## src/rtl/pipe_ctrl.sv

```systemverilog
// Pipeline stall/flush controller: per-stage hold vector, multi-cycle EX sequencing,
// exception flush windows with redirect PC, and a sticky stall watchdog.
module pipe_ctrl #(
    parameter int FLUSH_CYCLES = 1,
    parameter int TIMEOUT      = 255,
    parameter int CNT_W        = 6
) (
    input  logic             clk,
    input  logic             rst,
    input  logic             stallreq_id,
    input  logic             stallreq_ex,
    input  logic             ex_mc_start,
    input  logic [CNT_W-1:0] ex_mc_cycles,
    input  logic             flush_req,
    input  logic [31:0]      flush_pc,
    output logic [5:0]       stall,
    output logic             flush,
    output logic [31:0]      new_pc,
    output logic             mc_done,
    output logic             busy,
    output logic             stall_timeout
);

    typedef enum logic [1:0] {RUN, MC_WAIT, FLUSH} state_t;

    localparam logic [31:0] ZERO_WORD = 32'h0000_0000;
    localparam int          WD_W      = ($clog2(TIMEOUT + 1) > 8) ? $clog2(TIMEOUT + 1) : 8;
    localparam logic [WD_W-1:0] WD_MAX    = WD_W'(TIMEOUT);
    localparam logic [WD_W-1:0] WD_TRIP   = WD_W'(TIMEOUT - 1);
    localparam logic [3:0]      FCNT_INIT = 4'(FLUSH_CYCLES - 1);

    state_t           state, next_state;
    logic [CNT_W-1:0] cnt;
    logic [3:0]       fcnt;
    logic [WD_W-1:0]  wd;
    logic             any_req;
    logic [CNT_W-1:0] mc_len_m1;

    assign any_req   = stallreq_id | stallreq_ex;
    // A zero-length op is run as a single-cycle op.
    assign mc_len_m1 = (ex_mc_cycles == '0) ? '0 : ex_mc_cycles - CNT_W'(1);

    // NOTE: sequential state uses non-blocking assignments so every register samples pre-edge values.
    always_ff @(posedge clk) begin
        if (rst) state <= RUN;
        else     state <= next_state;
    end

    // NOTE: every combinational output gets a default first, so no path can infer a latch.
    always_comb begin
        next_state = state;
        if (flush_req) begin
            next_state = FLUSH;
        end else begin
            case (state)
                RUN:     if (ex_mc_start) next_state = MC_WAIT;
                MC_WAIT: if (cnt == '0)   next_state = RUN;
                FLUSH:   if (fcnt == '0)  next_state = RUN;
                default: next_state = RUN;
            endcase
        end
    end

    always_comb begin
        stall = 6'b000000;
        busy  = (state != RUN);
        if (!rst) begin
            case (state)
                RUN: begin
                    if (stallreq_ex)      stall = 6'b001111;
                    else if (stallreq_id) stall = 6'b000111;
                end
                MC_WAIT: stall = 6'b001111;
                default: stall = 6'b000000;
            endcase
        end
    end

    always_ff @(posedge clk) begin
        if (rst) begin
            cnt           <= '0;
            fcnt          <= '0;
            wd            <= '0;
            flush         <= 1'b0;
            new_pc        <= ZERO_WORD;
            mc_done       <= 1'b0;
            stall_timeout <= 1'b0;
        end else begin
            mc_done <= 1'b0;
            if (flush_req) begin
                // Also aborts any multi-cycle op in flight, suppressing its done pulse.
                fcnt   <= FCNT_INIT;
                flush  <= 1'b1;
                new_pc <= flush_pc;
                cnt    <= '0;
            end else begin
                case (state)
                    RUN: begin
                        if (ex_mc_start) begin
                            cnt     <= mc_len_m1;
                            mc_done <= (mc_len_m1 == '0);
                        end
                    end
                    MC_WAIT: begin
                        if (cnt != '0) begin
                            cnt     <= cnt - CNT_W'(1);
                            mc_done <= (cnt == CNT_W'(1));
                        end
                    end
                    FLUSH: begin
                        if (fcnt == '0) flush <= 1'b0;
                        else            fcnt  <= fcnt - 4'd1;
                    end
                    default: ;
                endcase
            end

            if (state == RUN && next_state == RUN && any_req)
                wd <= (wd == WD_MAX) ? wd : wd + WD_W'(1);
            else
                wd <= '0;

            if (state == RUN && any_req && wd == WD_TRIP)
                stall_timeout <= 1'b1;
        end
    end

endmodule

```

## config.mk

```make
export PLATFORM = sky130hd
export DESIGN_NAME = pipe_ctrl
export DESIGN_NICKNAME = d
export VERILOG_FILES = /design/src/rtl/pipe_ctrl.sv
export SDC_FILE = /design/constraint.sdc
export NUM_CORES = 1
export LEC_CHECK = 0
export ABC_AREA = 1
export CELL_PAD_IN_SITES_DETAIL_PLACEMENT = 0
export CELL_PAD_IN_SITES_GLOBAL_PLACEMENT = 1
export CORE_MARGIN = 2
export CORE_UTILIZATION = 34
export CTS_BUF_LIST = sky130_fd_sc_hd__clkbuf_16
export CTS_CLUSTER_SIZE = 16
export DETAILED_ROUTE_END_ITERATION = 16
export PLACE_DENSITY = 0.92
export SYNTH_ARGS = -nofsm -noshare
export SYNTH_HDL_FRONTEND = slang
export SYNTH_SLANG_ARGS = --single-unit
```

## constraint.sdc

```tcl
create_clock -name clk -period 2.25 [get_ports clk]
set_input_delay 0.225 -clock clk [delete_from_list [all_inputs] [get_ports clk]]
set_output_delay 0.225 -clock clk [all_outputs]
set_load 0.005 [all_outputs]
```

==> flow_summary.json, run 1 <==
{
  "clock_sinks": 55,
  "core_area_um2": 7250,
  "post-route-min-period_ns": 2.07,
  "setup.worst_path.start": "state[0]$_SDFF_PP0_",
  "ys_async_sr_fraction_pct": 0,
  "drive_above_1_share_pct": 9.95,
  "clk_latency_ns": 0.29,
  "netlist_top_cells_area": "dfxtp_1, nand2_1, a21oi_1, nor2_1, inv_1",
  "rows": 31,
  "drc": 0,
  "required_ns": 2.03,
  "routedWlPerCell_um": 11.5,
  "seq_area_frac_synth_pct": 43.5,
  "powerDensity_nw_per_um2": 596,
  "setup_tns_ns": 0,
  "cpLargestDelayFamily": "buffers and inverters",
  "clockBufferDepth": 2,
  "fin_nets": 481,
  "grt_pass1_wl_mm": 10.1,
  "grt_pass1_vias": 2237,
  "crit_fanout": 9,
  "antenna_found_initial": 0,
  "outcome": "finished, final reports clean",
  "crit_buf_inv": 3,
  "vdd_drop_max_v": 0.000313,
  "p_sw_share_pct": 25.0,
  "synth_edf_count": 0,
  "path_clk_slew_ns": 0.07,
  "hold_start": "stall_timeout$_SDFFE_PP0P_",
  "finalHoldViolations": 0,
  "synth_top_area_share_pct": 43.5,
  "die_area_um2": 8160,
  "ys_dominant_reg_cell": "dfxtp_1",
  "power_switching_mw": 0.537,
  "fin_crit_sh_pct": 92.2,
  "grt_max_degree": 33,
  "clockPowerShare_pct": 35.6,
  "r2r_start": "cnt[0]$_SDFFE_PP0P_",
  "stdcell_count": 531,
  "hpwl_mm": 4.63,
  "avgSynthCellArea_um2": 7.26,
  "overflow": 0,
  "h-tree-depth": 2,
  "root_buffer": "clkbuf_16",
  "die_w_um": 90.3,
  "dieHeight_um": 90.3,
  "ios": 86,
  "io_buffers": 83,
  "vias_per_cell": 4.61,
  "clock.fmax_ghz": 0.482,
  "drv_slew": 0,
  "maxCapViolCount": 0,
  "syn_to_final_growth_pct": 42.4,
  "total_power_mw": 2.15,
  "cp-end-kind": "output port",
  "netlist_instances": 349,
  "synth_most_common_cell": "nand2_1",
  "hp-class": "reg2reg",
  "track_usage_pct": 14.9,
  "first_iter_violations": 70,
  "cts_made_buffers": 5,
  "cp.depth": 5,
  "synth.distinct_cells": 35,
  "crit_path_max_incr_delay_ns": 0.54,
  "antennaDiodeCount": 0,
  "yosys-top-cells-count": "nand2_1, dfxtp_1, a21oi_1, nor2_1, inv_1",
  "start_util_pct": 34.9,
  "seq_power_share_pct": 48.2,
  "synth_area_leader_cell": "dfxtp_1",
  "power_frac_comb_pct": 16.2,
  "start_kind": "register",
  "power_leakage_nw": 1.44,
  "ys_ff_latch": 55,
  "totalWireLength_mm": 6.13,
  "yosys_warnings": 0,
  "synth_area_um2": 2530,
  "finalSetupViolations": 0,
  "gp_congestion": 0.892,
  "critPathKind": "reg2out",
  "min_path_cells": 2,
  "postRouteAntennaNets": 0,
  "cts_tree": "done",
  "slowest_stage": "clkdlybuf4s50_1",
  "grt_setup_unrepaired": "no",
  "cp_cell_sequence": "inv_2, nor2_4, inv_4, a21oi_2, clkdlybuf4s50_1",
  "dp.cells": 523,
  "crit_arrival_ns": 1.85,
  "skew_ns": 0.00293,
  "r2r_cells": 9,
  "routed-via-count": 2446,
  "intPower_mw": 1.61,
  "dr.pass1.iters": 4
}
-- final cells by class --
type                    instances  area [um2]
clock inverters                 3        20.0
clock buffers                   5         125
well taps                      99         124
multi-input cells             246        1230
repair buffers                 89         876
fillers                       712        3640
inverters                      34         130
flip-flops and latches         55        1100
-- metrics by stage --
| step | util [%] | setup slack (ns) | cell area, um2 | hold slack [ns] |
|---|---|---|---|---|
| 2_1_floorplan | - | 0.852 | 2540 | 0.365 |
| 3_3_place_gp | 47.7 | 0.226 | 3460 | 0.448 |
| 3_5_place_dp | 47.7 | 0.196 | 3460 | 0.447 |
| 4_1_cts | 49.7 | 0.0317 | 3600 | 0.461 |
| 5_1_grt | 49.7 | 0.0233 | 3610 | 0.474 |
| 6_report | 49.7 | 0.176 | 3610 | 0.460 |
-- worst register-to-register path, cell delays in order, from the launching register on --
cell and delay, ns:
dfxtp_1 0.34, inv_1 0.16, ha_1 0.22, nand2_2 0.09, nor2_2 0.11, nand3_1 0.12, nand2_4 0.16, inv_2 0.09
o21ai_0 0.16, nor2_1 0.06
-- timing repair --
item	CTS	global route
resized for setup	0	1
setup endpoints to repair	0	3
setup buffers	0	0
hold buffers	0	0
-- metal layers --
layer  up-vias  routed length [um]  GRT usage (%)
met5         -                   0              0
met3        12                 289           3.09
met4         0                 150           6.03
met2        62                2960           25.4
li1       1280                   -              -
met1      1092                2730           18.3
-- power by group through the flow --
stage	sequential (mW)	clock, mW	combinational, mW
floorplan	1.06	0	0.158
CTS	1.04	0.788	0.350
global placement	1.06	0	0.347
finish	1.04	0.766	0.348
global route	1.04	0.830	0.381
detailed placement	1.06	0	0.349
-- cells by family (layout without fill, tap and decap cells) --
group / after synthesis / count (layout) / synth area share [%]
buffers and inverters: 49 / 131 / 8.20
xor gates and xnor gates: 1 / 1 / 0.346
and+or+nand+nor: 171 / 171 / 29.7
AOI/OAI and AO/OA: 66 / 66 / 15.2
DFF: 55 / 55 / 43.5
other: 1 / 2 / 0.148
adders and majority gates: 6 / 6 / 2.96
-- state kept, by name, summed over array words and instances (netlist names) --
name           flops
fcnt               4
cnt                6
state              2
new_pc            32
wd                 8
stall_timeout      1
flush              1
mc_done            1
-- final timing paths --
path                                              endpoint  slack, ns
worst max-delay path                              stall[0]       0.18
worst min-delay path            stall_timeout$_SDFFE_PP0P_       0.46
worst max register to register         cnt[0]$_SDFFE_PP0P_       0.64
worst min register to register  stall_timeout$_SDFFE_PP0P_       0.46
-- placed cells by master (no fill, tap or decap), types with 3 or more instances in the layout --
| cell | netlist | final |
|---|---|---|
| nand2_1 | 103 | 103 |
| clkdlybuf4s50_1 | 0 | 83 |
| dfxtp_1 | 55 | 55 |
| a21oi_1 | 45 | 44 |
| nor2_1 | 26 | 26 |
| inv_1 | 25 | 25 |
| nand3_1 | 17 | 17 |
| o21ai_0 | 9 | 9 |
| inv_2 | 7 | 7 |
| nor3_1 | 7 | 7 |
| ha_1 | 6 | 6 |
| buf_4 | 4 | 6 |
| nor2_2 | 5 | 5 |
| clkbuf_16 | 0 | 5 |
| nand4_1 | 4 | 4 |
| o21ai_1 | 3 | 3 |
Note: power is estimated with default switching activity, not from simulation.
==> run 2, diff against run 1 <==
--- a/config.mk
+++ b/config.mk
@@ -13,7 +13,9 @@
 export CTS_BUF_LIST = sky130_fd_sc_hd__clkbuf_16
 export CTS_CLUSTER_SIZE = 16
 export DETAILED_ROUTE_END_ITERATION = 16
+export GPL_ROUTABILITY_DRIVEN = 1
 export PLACE_DENSITY = 0.92
+export SKIP_CTS_REPAIR_TIMING = 1
 export SYNTH_ARGS = -nofsm -noshare
 export SYNTH_HDL_FRONTEND = slang
 export SYNTH_SLANG_ARGS = --single-unit
==> results of run 2 <==
The final DEF is identical to that of run 1; final timing and power are the same.
==> run 3, diff against run 2 <==
--- a/config.mk
+++ b/config.mk
@@ -13,8 +13,9 @@
 export CTS_BUF_LIST = sky130_fd_sc_hd__clkbuf_16
 export CTS_CLUSTER_SIZE = 16
 export DETAILED_ROUTE_END_ITERATION = 16
-export GPL_ROUTABILITY_DRIVEN = 1
+export GPL_ROUTABILITY_DRIVEN = 0
 export PLACE_DENSITY = 0.92
+export REMOVE_ABC_BUFFERS = 1
 export SKIP_CTS_REPAIR_TIMING = 1
 export SYNTH_ARGS = -nofsm -noshare
 export SYNTH_HDL_FRONTEND = slang
==> flow_summary.json, run 3 (synthesis results as in run 1) <==
{
  "outcome": "finished, final reports clean",
  "r2r_cells": 9,
  "power_leakage_nw": 1.45,
  "routed-via-count": 2485,
  "routedWlPerCell_um": 12.4,
  "drc": 0,
  "fin_crit_sh_pct": 94.2,
  "post-route-util_pct": 49.9,
  "power_frac_comb_pct": 15.5,
  "r2r-end": "cnt[1]$_SDFFE_PP0P_",
  "die_w_um": 90.3,
  "cp_cell_sequence": "inv_2, nor2_4, inv_4, a21oi_2, clkdlybuf4s50_1",
  "first_iter_violations": 55,
  "start_util_pct": 34.9,
  "rows": 31,
  "setup.worst_path.start": "state[0]$_SDFF_PP0_",
  "syn_to_final_growth_pct": 42.9,
  "post-route-min-period_ns": 2.12,
  "mostFrequentLayoutCells": "nand2_1, clkdlybuf4s50_1, dfxtp_1",
  "h-tree-depth": 2,
  "intPower_mw": 1.72,
  "die_area_um2": 8160,
  "grt_pass1_vias": 2434,
  "pre_cts_ws_ns": 0.315,
  "dr.pass1.iters": 4,
  "endpoint": "stall[0]",
  "skew_ns": 0.00677,
  "worst_slack_ns": 0.130,
  "maxCapViolCount": 0,
  "vdd_drop_max_v": 0.000339,
  "seq_area_um2": 1100,
  "vias_per_cell": 4.69,
  "largestRegisters": "new_pc: 32 flops, wd: 8 flops, cnt: 6 flops",
  "io_buffers": 83,
  "slowest_stage": "clkdlybuf4s50_1",
  "cp-end-kind": "output port",
  "drv_slew": 0,
  "postRouteAntennaNets": 0,
  "drive_above_1_share_pct": 9.51,
  "cp.depth": 5,
  "powerDensity_nw_per_um2": 622,
  "r2r_start": "cnt[0]$_SDFFE_PP0P_",
  "clockBufferDepth": 2,
  "hpwl_mm": 4.89,
  "regMostFlops": "new_pc",
  "fill_cells": 704,
  "crit_arrival_ns": 1.90,
  "overflow": 0,
  "cts_tree": "done",
  "fin_area_um2": 3620,
  "crit_buf_inv": 3,
  "antennaDiodeCount": 0,
  "clock_sinks": 55,
  "root_buffer": "clkbuf_16",
  "core_area_um2": 7250,
  "fin_nets": 480,
  "crit_fanout": 9,
  "p_sw_share_pct": 23.5,
  "grt_pass1_wl_mm": 11.1,
  "grt_max_degree": 35,
  "clk_latency_ns": 0.29,
  "track_usage_pct": 16.4,
  "clock.fmax_ghz": 0.472,
  "setup_tns_ns": 0,
  "cts_made_buffers": 5,
  "crit_path_max_incr_delay_ns": 0.52,
  "r2r_setup_slack_ns": 0.64,
  "hp-class": "reg2reg",
  "layout_commonest_cell": "nand2_1",
  "multi_input_comb_area_um2": 1230,
  "power_switching_mw": 0.529,
  "cpLargestDelayFamily": "buffers and inverters",
  "seq_power_share_pct": 46.2,
  "finalHoldViolations": 0,
  "finalSetupViolations": 0,
  "antenna_found_initial": 0,
  "dieHeight_um": 90.3,
  "clockPowerShare_pct": 38.3,
  "path_clk_slew_ns": 0.07,
  "place_area_um2": 3450,
  "largest_reg_flops": 32,
  "total_power_mw": 2.25,
  "grt_setup_unrepaired": "no",
  "ios": 86,
  "totalWireLength_mm": 6.56,
  "start_kind": "register",
  "required_ns": 2.03,
  "critPathKind": "reg2out"
}
## run 3: per-layer routing
metal  global-route usage [%]  wire length [um]  vias up
li1                         -                 -     1283
met1                     19.8              2870     1108
met2                     26.4              2980       81
met3                     6.51               594       13
met4                     6.03               118        0
met5                        0                 0        -
## run 3: power by group through the flow
stage	registers, mW	clock network [mW]	logic, mW
CTS	1.04	0.878	0.352
floorplan	1.06	0	0.133
global placement	1.06	0	0.349
finish	1.04	0.861	0.350
detailed placement	1.06	0	0.349
global route	1.05	0.899	0.388
## run 3: worst min path at each step
stage	slack, ns	to	from	cells past startpoint
CTS	0.47	new_pc[28]$_SDFFE_PP0P_	new_pc[28]$_SDFFE_PP0P_	2
global placement	0.44	stall_timeout$_SDFFE_PP0P_	stall_timeout$_SDFFE_PP0P_	2
detailed placement	0.45	new_pc[30]$_SDFFE_PP0P_	new_pc[30]$_SDFFE_PP0P_	2
finish	0.46	stall_timeout$_SDFFE_PP0P_	stall_timeout$_SDFFE_PP0P_	2
floorplan	0.29	flush$_SDFFE_PP0P_	rst	1
global route	0.48	new_pc[2]$_SDFFE_PP0P_	new_pc[2]$_SDFFE_PP0P_	2
## run 3: per-stage QoR
stage / hold slack (ns) / cells
floorplan: 0.294 / 335
global placement: 0.441 / 522
detailed placement: 0.454 / 522
CTS: 0.466 / 530
global route: 0.476 / 530
finish: 0.461 / 530
## run 3: worst reg2reg max path, stage by stage (launching register included)
cell     delay [ns]
dfxtp_1        0.35
inv_1          0.17
ha_1           0.22
nand2_2        0.09
nor2_2         0.10
nand3_1        0.12
nand2_4        0.16
inv_2          0.09
o21ai_0        0.15
nor2_1         0.06
## run 3: layout make-up
| type | count | area share (%) |
|---|---|---|
| Multi-Input combinational cell | 246 | 34.0 |
| Sequential cell | 55 | 30.4 |
| Inverter | 34 | 3.59 |
| Tap cell | 99 | 3.42 |
| Clock inverter | 3 | 1.07 |
| Timing Repair Buffer | 88 | 24.0 |
| Clock buffer | 5 | 3.46 |
